$ cat src/rtl/bloom_ctrl_if.sv
// Request/response and BRAM port bundle for the Bloom filter sequencer.
// master = requester, slave = sequencer, bram = dual-port bit array.
interface bloom_ctrl_if #(
  parameter int ADDR_WIDTH = 10,
  parameter int NUM_HASH   = 4
);
  logic                         in_valid;
  logic                         in_ready;
  logic [1:0]                   in_op;
  logic [NUM_HASH*ADDR_WIDTH-1:0] in_idx;
  logic                         out_valid;
  logic                         out_ready;
  logic                         out_hit;
  logic [1:0]                   out_op;
  logic [ADDR_WIDTH-1:0]        bram_addr0;
  logic [ADDR_WIDTH-1:0]        bram_addr1;
  logic                         bram_we0;
  logic                         bram_we1;
  logic                         bram_din0;
  logic                         bram_din1;
  logic                         bram_dout0;
  logic                         bram_dout1;

  modport master (
    output in_valid, in_op, in_idx, out_ready,
    input  in_ready, out_valid, out_hit, out_op
  );

  modport slave (
    input  in_valid, in_op, in_idx, out_ready, bram_dout0, bram_dout1,
    output in_ready, out_valid, out_hit, out_op,
    output bram_addr0, bram_addr1, bram_we0, bram_we1, bram_din0, bram_din1
  );

  modport bram (
    input  bram_addr0, bram_addr1, bram_we0, bram_we1, bram_din0, bram_din1,
    output bram_dout0, bram_dout1
  );
endinterface

$ cat src/rtl/bloom_ctrl.sv
// Bloom filter operation sequencer: query, insert (test-and-set) and clear,
// issuing two bit indices per pass over a dual-port 1-bit BRAM.
//
// state   | meaning
// IDLE    | ready for a request
// ISSUE   | one pass per cycle, two indices per pass
// CLEAR   | write 0 to two addresses per cycle until the array is swept
// WAIT    | absorb the final read return
// RESP    | hold response until out_ready
module bloom_ctrl #(
  parameter int BIT_ARRAY_SIZE = 1024,
  parameter int ADDR_WIDTH     = $clog2(BIT_ARRAY_SIZE),
  parameter int NUM_HASH       = 4
) (
  input logic         clk,
  input logic         rst_n,
  bloom_ctrl_if.slave bus
);
  localparam int P     = (NUM_HASH + 1) / 2;
  localparam int PAD_W = 2 * P * ADDR_WIDTH;
  localparam bit K_ODD = (NUM_HASH % 2) == 1;
  localparam int PW    = $clog2(P + 1);
  localparam int CNT_W = (ADDR_WIDTH > PW) ? ADDR_WIDTH : PW;
  localparam logic [CNT_W-1:0] PASS_LAST = CNT_W'(P - 1);
  localparam logic [CNT_W-1:0] CLR_LAST  = CNT_W'(BIT_ARRAY_SIZE / 2 - 1);

  typedef enum logic [2:0] {S_IDLE, S_ISSUE, S_CLEAR, S_WAIT, S_RESP} state_t;

  state_t                r_state;
  logic                  r_in_ready;
  logic                  r_out_valid;
  logic                  r_out_hit;
  logic [1:0]            r_out_op;
  logic [1:0]            r_op;
  logic                  r_ins;
  logic [PAD_W-1:0]      r_idx;
  logic [CNT_W-1:0]      r_cnt;
  logic                  r_acc;
  logic                  r_pass_vld;
  logic                  r_port1_vld;
  logic                  r_rd_vld;
  logic                  r_rd_use1;
  logic [ADDR_WIDTH-1:0] r_addr0;
  logic [ADDR_WIDTH-1:0] r_addr1;
  logic                  r_we0;
  logic                  r_we1;
  logic                  r_din0;
  logic                  r_din1;

  logic [PAD_W-1:0]      w_in_pad;
  logic [ADDR_WIDTH-1:0] w_in_a0;
  logic [ADDR_WIDTH-1:0] w_in_a1;
  logic                  w_in_use1;
  logic                  w_in_ins;
  logic [ADDR_WIDTH-1:0] w_nx_a0;
  logic [ADDR_WIDTH-1:0] w_nx_a1;
  logic                  w_nx_use1;
  logic                  w_acc_next;

  assign w_in_pad  = PAD_W'(bus.in_idx);
  assign w_in_a0   = w_in_pad[0 +: ADDR_WIDTH];
  assign w_in_a1   = w_in_pad[ADDR_WIDTH +: ADDR_WIDTH];
  assign w_in_use1 = (NUM_HASH > 1);
  assign w_in_ins  = (bus.in_op == 2'b01);
  assign w_nx_a0   = r_idx[0 +: ADDR_WIDTH];
  assign w_nx_a1   = r_idx[ADDR_WIDTH +: ADDR_WIDTH];
  // Only the final pass of an odd key leaves port 1 idle.
  assign w_nx_use1 = !(K_ODD && (r_cnt == CNT_W'(1)));
  assign w_acc_next = r_rd_vld ? (r_acc & bus.bram_dout0 & (bus.bram_dout1 | ~r_rd_use1))
                               : r_acc;

  always_ff @(posedge clk) begin
    if (!rst_n) begin
      r_state     <= S_IDLE;
      r_in_ready  <= 1'b1;
      r_out_valid <= 1'b0;
      r_out_hit   <= 1'b0;
      r_out_op    <= 2'b00;
      r_op        <= 2'b00;
      r_ins       <= 1'b0;
      r_idx       <= '0;
      r_cnt       <= '0;
      r_acc       <= 1'b1;
      r_pass_vld  <= 1'b0;
      r_port1_vld <= 1'b0;
      r_rd_vld    <= 1'b0;
      r_rd_use1   <= 1'b0;
      r_addr0     <= '0;
      r_addr1     <= '0;
      r_we0       <= 1'b0;
      r_we1       <= 1'b0;
      r_din0      <= 1'b0;
      r_din1      <= 1'b0;
    end else begin
      r_rd_vld  <= r_pass_vld;
      r_rd_use1 <= r_port1_vld;
      r_acc     <= w_acc_next;
      case (r_state)
        S_IDLE: begin
          if (bus.in_valid) begin
            r_in_ready <= 1'b0;
            r_op       <= bus.in_op;
            r_acc      <= 1'b1;
            if (bus.in_op == 2'b10) begin
              r_state <= S_CLEAR;
              r_cnt   <= CLR_LAST;
              r_addr0 <= '0;
              r_addr1 <= ADDR_WIDTH'(1);
              r_we0   <= 1'b1;
              r_we1   <= 1'b1;
              r_din0  <= 1'b0;
              r_din1  <= 1'b0;
            end else begin
              r_state     <= S_ISSUE;
              r_ins       <= w_in_ins;
              r_cnt       <= PASS_LAST;
              r_idx       <= w_in_pad >> (2 * ADDR_WIDTH);
              r_pass_vld  <= 1'b1;
              r_port1_vld <= w_in_use1;
              r_addr0     <= w_in_a0;
              r_addr1     <= w_in_use1 ? w_in_a1 : '0;
              r_we0       <= w_in_ins;
              r_we1       <= w_in_ins & w_in_use1 & (w_in_a0 != w_in_a1);
              r_din0      <= w_in_ins;
              r_din1      <= w_in_ins & w_in_use1;
            end
          end
        end
        S_ISSUE: begin
          if (r_cnt == '0) begin
            r_state     <= S_WAIT;
            r_pass_vld  <= 1'b0;
            r_port1_vld <= 1'b0;
            r_addr0     <= '0;
            r_addr1     <= '0;
            r_we0       <= 1'b0;
            r_we1       <= 1'b0;
            r_din0      <= 1'b0;
            r_din1      <= 1'b0;
          end else begin
            r_cnt       <= r_cnt - CNT_W'(1);
            r_idx       <= r_idx >> (2 * ADDR_WIDTH);
            r_port1_vld <= w_nx_use1;
            r_addr0     <= w_nx_a0;
            r_addr1     <= w_nx_use1 ? w_nx_a1 : '0;
            r_we0       <= r_ins;
            r_we1       <= r_ins & w_nx_use1 & (w_nx_a0 != w_nx_a1);
            r_din0      <= r_ins;
            r_din1      <= r_ins & w_nx_use1;
          end
        end
        S_WAIT: begin
          r_state     <= S_RESP;
          r_out_valid <= 1'b1;
          r_out_hit   <= w_acc_next;
          r_out_op    <= r_op;
        end
        S_CLEAR: begin
          if (r_cnt == '0) begin
            r_state     <= S_RESP;
            r_out_valid <= 1'b1;
            r_out_hit   <= 1'b0;
            r_out_op    <= r_op;
            r_addr0     <= '0;
            r_addr1     <= '0;
            r_we0       <= 1'b0;
            r_we1       <= 1'b0;
          end else begin
            r_cnt   <= r_cnt - CNT_W'(1);
            r_addr0 <= r_addr0 + ADDR_WIDTH'(2);
            r_addr1 <= r_addr1 + ADDR_WIDTH'(2);
          end
        end
        S_RESP: begin
          if (bus.out_ready) begin
            r_state     <= S_IDLE;
            r_out_valid <= 1'b0;
            r_in_ready  <= 1'b1;
          end
        end
        default: r_state <= S_IDLE;
      endcase
    end
  end

  assign bus.in_ready   = r_in_ready;
  assign bus.out_valid  = r_out_valid;
  assign bus.out_hit    = r_out_hit;
  assign bus.out_op     = r_out_op;
  assign bus.bram_addr0 = r_addr0;
  assign bus.bram_addr1 = r_addr1;
  assign bus.bram_we0   = r_we0;
  assign bus.bram_we1   = r_we1;
  assign bus.bram_din0  = r_din0;
  assign bus.bram_din1  = r_din1;
endmodule
$ cat src/flat_wrapper.sv
// flat-port wrapper written by rule: the top's interface ports become plain ports
module bloom_ctrl_flat 
#(
  parameter int BIT_ARRAY_SIZE = 1024,
  parameter int ADDR_WIDTH     = $clog2(BIT_ARRAY_SIZE),
  parameter int NUM_HASH       = 4
)
  (clk, rst_n, bus_in_valid, bus_in_op, bus_in_idx, bus_out_ready, bus_bram_dout0, bus_bram_dout1, bus_in_ready, bus_out_valid, bus_out_hit, bus_out_op, bus_bram_addr0, bus_bram_addr1, bus_bram_we0, bus_bram_we1, bus_bram_din0, bus_bram_din1);
  bloom_ctrl_if #(.ADDR_WIDTH(ADDR_WIDTH), .NUM_HASH(NUM_HASH)) bus_i ();
  input logic clk;
  input logic rst_n;
  input wire logic [$bits(bus_i.in_valid)-1:0] bus_in_valid;
  input wire logic [$bits(bus_i.in_op)-1:0] bus_in_op;
  input wire logic [$bits(bus_i.in_idx)-1:0] bus_in_idx;
  input wire logic [$bits(bus_i.out_ready)-1:0] bus_out_ready;
  input wire logic [$bits(bus_i.bram_dout0)-1:0] bus_bram_dout0;
  input wire logic [$bits(bus_i.bram_dout1)-1:0] bus_bram_dout1;
  output wire logic [$bits(bus_i.in_ready)-1:0] bus_in_ready;
  output wire logic [$bits(bus_i.out_valid)-1:0] bus_out_valid;
  output wire logic [$bits(bus_i.out_hit)-1:0] bus_out_hit;
  output wire logic [$bits(bus_i.out_op)-1:0] bus_out_op;
  output wire logic [$bits(bus_i.bram_addr0)-1:0] bus_bram_addr0;
  output wire logic [$bits(bus_i.bram_addr1)-1:0] bus_bram_addr1;
  output wire logic [$bits(bus_i.bram_we0)-1:0] bus_bram_we0;
  output wire logic [$bits(bus_i.bram_we1)-1:0] bus_bram_we1;
  output wire logic [$bits(bus_i.bram_din0)-1:0] bus_bram_din0;
  output wire logic [$bits(bus_i.bram_din1)-1:0] bus_bram_din1;
  assign bus_i.in_valid = bus_in_valid;
  assign bus_i.in_op = bus_in_op;
  assign bus_i.in_idx = bus_in_idx;
  assign bus_i.out_ready = bus_out_ready;
  assign bus_i.bram_dout0 = bus_bram_dout0;
  assign bus_i.bram_dout1 = bus_bram_dout1;
  assign bus_in_ready = bus_i.in_ready;
  assign bus_out_valid = bus_i.out_valid;
  assign bus_out_hit = bus_i.out_hit;
  assign bus_out_op = bus_i.out_op;
  assign bus_bram_addr0 = bus_i.bram_addr0;
  assign bus_bram_addr1 = bus_i.bram_addr1;
  assign bus_bram_we0 = bus_i.bram_we0;
  assign bus_bram_we1 = bus_i.bram_we1;
  assign bus_bram_din0 = bus_i.bram_din0;
  assign bus_bram_din1 = bus_i.bram_din1;
  bloom_ctrl #(.BIT_ARRAY_SIZE(BIT_ARRAY_SIZE), .ADDR_WIDTH(ADDR_WIDTH), .NUM_HASH(NUM_HASH)) u_core (.clk(clk), .rst_n(rst_n), .bus(bus_i));
endmodule
$ cat config.mk
export PLATFORM = sky130hd
export DESIGN_NAME = bloom_ctrl_flat
export DESIGN_NICKNAME = d
export VERILOG_FILES = /design/src/rtl/bloom_ctrl_if.sv /design/src/rtl/bloom_ctrl.sv /design/src/flat_wrapper.sv
export SDC_FILE = /design/constraint.sdc
export NUM_CORES = 1
export LEC_CHECK = 0
export BUFFER_PORTS_ARGS = -buffer_cell sky130_fd_sc_hd__buf_2
export CAP_MARGIN = 20
export CORE_MARGIN = 3
export CORE_UTILIZATION = 51
export CTS_CLUSTER_SIZE = 20
export DETAILED_ROUTE_END_ITERATION = 16
export PLACE_DENSITY = 0.72
export SLEW_MARGIN = 10
export SYNTH_ARGS = -nofsm -noshare
export SYNTH_HDL_FRONTEND = slang
export SYNTH_SLANG_ARGS = --single-unit
$ cat constraint.sdc
create_clock -name clk -period 2.41 [get_ports clk]
set_clock_uncertainty 0.2 [all_clocks]
set_input_delay 0.1205 -clock clk [delete_from_list [all_inputs] [get_ports clk]]
set_output_delay 0.1205 -clock clk [all_outputs]
set_load 0.005 [all_outputs]
[Word-level counts from Yosys, hierarchy flattened]
Index checks and enable logic that the tools add are counted.
Storage, ports and cells
  flip-flop bits (word level): 89
  input bits: 48
  output and inout port bits: 29
Cells by class
  add/sub/neg operators: 3
  equality and inequality tests: 15
  muxes and demuxes: 53
  bitwise gates (word level): 7
  reductions and logical operators: 22
Operators with widths (number)
  40-bit two-way mux: 3
  10-bit two-way mux: 10
  40-bit case mux with 2 select lines: 1
  10-bit case mux with 3 select lines: 2
  10-bit by 2-bit adder with 10-bit output (second input constant): 2
  10-bit != test: 2
  10-bit case mux with 2 select lines: 1
  1-bit two-way mux: 19
  3-bit AND reduction: 6
  3-bit case mux with 5 select lines: 1
  3-bit two-way mux: 4
  4-bit AND reduction: 3
  10-bit zero test: 1
  2-bit != test (second input constant): 5
  1-bit case mux with 2 select lines: 5
  10-bit by 1-bit subtractor with 10-bit output (second input constant): 1
  9-bit two-way mux: 1
  1-bit case mux with 3 select lines: 3
  2-bit AND reduction: 4
  2-bit nonzero test: 4
  3-bit by 2-bit equality test with 1-bit output (second input constant): 2
  3-bit nonzero test: 2
  1-bit bitwise AND: 4
  2-bit two-way mux: 2
  other kinds (10): 12

[Logic depth before layout (Yosys ltp)]
  depth in word-level cells: 6
  depth in mapped cells: 9

[Least setup slack after synthesis]
No wires, ideal clock.
  path type: reg2reg
  start: reg u_core.r_cnt[0]
  end: reg u_core.r_addr0[7], in the netlist u_core.bus.bram_addr0[7]
  arrival: 1621 ps
  required time: 2088 ps
  slack: 467 ps
  stages on the path, launching flop included: 10
  buffers on the path: 2
  cell sequence: dfxtp_1 -> inv_1 -> ha_1 -> nor4b_4 -> nand3_2 -> nor2b_4 -> buf_6 -> buf_6 -> a221oi_2 -> a21oi_1
On the way
  longest elaborated chain between the ends: 3
  elaborated cells between the ends (all ways): 4
  classes of those cells: mux: 3; reduce/logical: 1
RTL lines
  from (decl): line bloom_ctrl.sv:37  | logic [CNT_W-1:0] r_cnt;
  from (signal assigned): line bloom_ctrl.sv:141  | r_cnt <= r_cnt - CNT_W'(1);
  from (signal assigned): line bloom_ctrl.sv:169  | r_cnt <= r_cnt - CNT_W'(1);
  10-bit zero test (*): line bloom_ctrl.sv:130, bloom_ctrl.sv:159
  10-bit two-way mux (on tied branches): line bloom_ctrl.sv:159, bloom_ctrl.sv:130
  10-bit case mux with 3 select lines (*): line bloom_ctrl.sv:98  | case (r_state)
  to (signal assigned): line bloom_ctrl.sv:120  | r_addr0 <= w_in_a0;
  to (signal assigned): line bloom_ctrl.sv:144  | r_addr0 <= w_nx_a0;
  to (signal assigned): line bloom_ctrl.sv:170  | r_addr0 <= r_addr0 + ADDR_WIDTH'(2);
  to (decl): line bloom_ctrl.sv:43  | logic [ADDR_WIDTH-1:0] r_addr0;
Mark *: on every way between the ends. The rest lies on a longest branch, timed or not.
A chain may end at the register's enable or synchronous reset.

[Worst setup path in the final report]
  start: reg u_core.r_cnt[0]
  end: reg u_core.r_addr0[3], in the netlist u_core.bus.bram_addr0[3]
Same word-level chain as after synthesis.

==> impl_metrics.tcl <==
set metrics [dict create \
    status "finished, final reports clean" \
    final_net_count 583 \
    dp_cells 588 \
    postSynthAreaPerCell_um2 8.53 \
    yosysMostFrequentCell "dfxtp_1" \
    holdCritPathClass "input port to flip-flop" \
    setup_viol 0 \
    dpl.hpwl_um 7260 \
    wirelength_um 10500 \
    finalCriticalPeriod_ns 2.16 \
    drive_gt1_share_pct 23.2 \
    endpoint_kind "flip-flop" \
    ys.flop_type "dfxtp_1" \
    grt_pass1_wl_um 17200 \
    antenna-diode-count 0 \
    area.sequential_mm2 0.00138 \
    place_congestion 0.910 \
    ys_seq_area_share_pct 37.3 \
    worst_pin_slew_ns 0.935 \
    crit_fanout 25 \
    cts_tree "yes" \
    synthTopCellsByArea "dfxtp_1, o21ai_0, a21oi_1" \
    die_w_um 91.2 \
    routed_via_density 5.69 \
    place_area_mm2 0.00414 \
    antenna_found_initial 0 \
    rows 30 \
    n_fill_cell 599 \
    finalCritPeriodShare_pct 89.6 \
    multi_input_area_mm2 0.00206 \
    syn2layout_area_growth_pct 24.5 \
    cts_sinks 69 \
    io_buffer_count 76 \
    syn_area_mm2 0.00370 \
    finalSetupTns_ns 0 \
    postSynthCellCount 434 \
    grt_max_degree 26 \
    drv_slew 0 \
    floorplan.die_area_mm2 0.00831 \
    rsz0062_at_grt "no" \
    start_kind "flip-flop" \
    crit_required_ns 2.44 \
    power.density_mw_per_mm2 974 \
    drtPass1Iterations 5 \
    drt_iter0_markers 363 \
    clk_path_buf_depth 2 \
    yosysTopAreaCellShare_pct 37.3 \
    vdd_ir_drop_max_uv 710 \
    synth_edf_count 0 \
    cts_root_buf "clkbuf_8" \
    finalHoldViolCount 0 \
    synth_top_cells_by_count "dfxtp_1, o21ai_0, a21oi_1" \
    final_area_mm2 0.00461 \
    max_freq_ghz 0.463 \
    clk_pin_slew_worst_paths_ns 0.08 \
    num_io_pins 77 \
    dieHeight_um 91.2 \
    relSlewSlack_pct 37.6 \
    numCtsBuffers 9 \
    avgRoutedWirePerCell_um 16.7 \
    core_area_mm2 0.00691 \
    initial_utilization_pct 53.6 \
    grt_usage_pct 25.8 \
    grt_pass1_vias 3387 \
    final_cell_count_no_fill 630 \
    crit_type "flip-flop to flip-flop" \
    synth_top_cell_by_area "dfxtp_1" \
    yosysWarnings 0 \
    ys_async_sr_fraction_pct 0 \
    worstSkewPairLatency_ns 0.35 \
    synth_cell_types 55 \
    vias 3586 \
    arrival_ns 2.19 \
    synth_nets 488 \
    overflow 0 \
    ant_nets 0 \
    maxCapViolCount 0 \
    power_leakage_nw 2.00 \
    drc 0 \
    htreeDepth 3 \
    synth_seq_cells 69 \
]
layer usage:
layer  vias to the layer above  GRT usage (%)  part of all wire (%)
met1                      1694           37.3                    47
met2                       137           37.8                    44
met5                         -              0                     0
met3                        10           6.63                   7.2
li1                       1745              -                     -
met4                         0           7.54                   1.2
placed cells by master (no fill, tap or decap), types with 4 or more instances in the layout:
| cell type | n |
|---|---|
| xnor2_1 | 15 |
| ha_1 | 6 |
| a221oi_1 | 9 |
| nor4_1 | 5 |
| nor2b_1 | 4 |
| nor2_1 | 25 |
| dfxtp_1 | 69 |
| o21a_1 | 7 |
| nand2b_1 | 4 |
| dlygate4sd3_1 | 26 |
| nand2_1 | 27 |
| inv_1 | 24 |
| nand3_1 | 13 |
| a22o_1 | 20 |
| nand4_1 | 6 |
| buf_2 | 76 |
| o21ai_0 | 51 |
| nor3_1 | 6 |
| a21oi_1 | 36 |
| a31oi_1 | 4 |
| buf_4 | 12 |
| a221oi_2 | 8 |
| clkbuf_8 | 10 |
| xor2_1 | 20 |
layout make-up:
type | count | area share (%)
multi-input cells | 310 | 44.8
flip-flops and latches | 69 | 30.0
repair buffers | 115 | 16.3
clock buffers | 10 | 2.99
well taps | 96 | 2.61
inverters | 24 | 1.96
clock inverters | 6 | 1.36
power breakdown:
group | switching [mW] | leakage [nW] | internal [mW]
registers | 0.328 | 0.567 | 1.40
clock network | 0.456 | 0.0943 | 0.502
logic | 1.00 | 1.34 | 0.799
cells by family after synthesis:
| kind of cell | share of synthesized area (%) |
|---|---|
| AO/OA/AOI/OAI | 27.6 |
| AND/OR/NAND/NOR | 16.9 |
| flip-flops | 37.3 |
| buffers and inverters | 7.07 |
| XOR/XNOR | 8.28 |
| adder cells (fa/ha/maj) | 2.03 |
| multiplexers | 0.811 |
flip-flops by register name, summed over array words and instances, names as in the netlist:
register               cells
u_core.r_idx              20
u_core.bus.bram_addr0     10
u_core.bus.bram_addr1     10
u_core.r_cnt              10
u_core.r_state             3
u_core.bus.out_op          2
u_core.r_op                2
u_core.bus.bram_din0       1
u_core.bus.bram_we0        1
u_core.bus.bram_we1        1
u_core.bus.in_ready        1
u_core.bus.out_hit         1
u_core.bus.out_valid       1
u_core.r_acc               1
u_core.r_ins               1
u_core.r_pass_vld          1
u_core.r_port1_vld         1
u_core.r_rd_use1           1
u_core.r_rd_vld            1
through the flow:
step	worst slack [ns]	power (mW)	util, %	hold slack, ns
2_1_floorplan	0.467	2.94	-	0.0460
3_3_place_gp	0.260	3.44	59.9	0.130
3_5_place_dp	0.161	3.47	59.9	0.133
4_1_cts	0.155	4.47	66.6	0.00666
5_1_grt	0.117	4.78	66.7	0.0786
6_report	0.250	4.49	66.7	0.0192
critical path, cell delays in order (launching register included):
cell	delay, ns
dfxtp_1	0.34
inv_1	0.11
ha_1	0.15
nor4b_4	0.24
nand3_2	0.16
nor2b_4	0.18
buf_12	0.16
a221oi_2	0.37
a21oi_1	0.13
path summary, 6_finish.rpt:
path	from	slack, ns	to	cells past startpoint
min	bus_bram_dout0	0.02	u_core.bus.out_hit$_SDFFE_PN0P_	5
max	u_core.r_cnt[0]$_SDFFE_PN0P_	0.25	u_core.bus.bram_addr0[3]$_SDFFE_PN0P_	8
min reg2reg	u_core.bus.in_ready$_SDFFE_PN1P_	0.25	u_core.bus.in_ready$_SDFFE_PN1P_	1
max reg2reg	u_core.r_cnt[0]$_SDFFE_PN0P_	0.25	u_core.bus.bram_addr0[3]$_SDFFE_PN0P_	8
what timing repair did:
action | 4_1_cts | 5_1_grt
endpoints found under the setup margin | 0 | 1
hold buffers | 26 | 0
resized for setup | 0 | 1
hold endpoints to repair | 33 | 0
setup buffers | 0 | 0
Note: power is estimated with default switching activity, not from simulation.
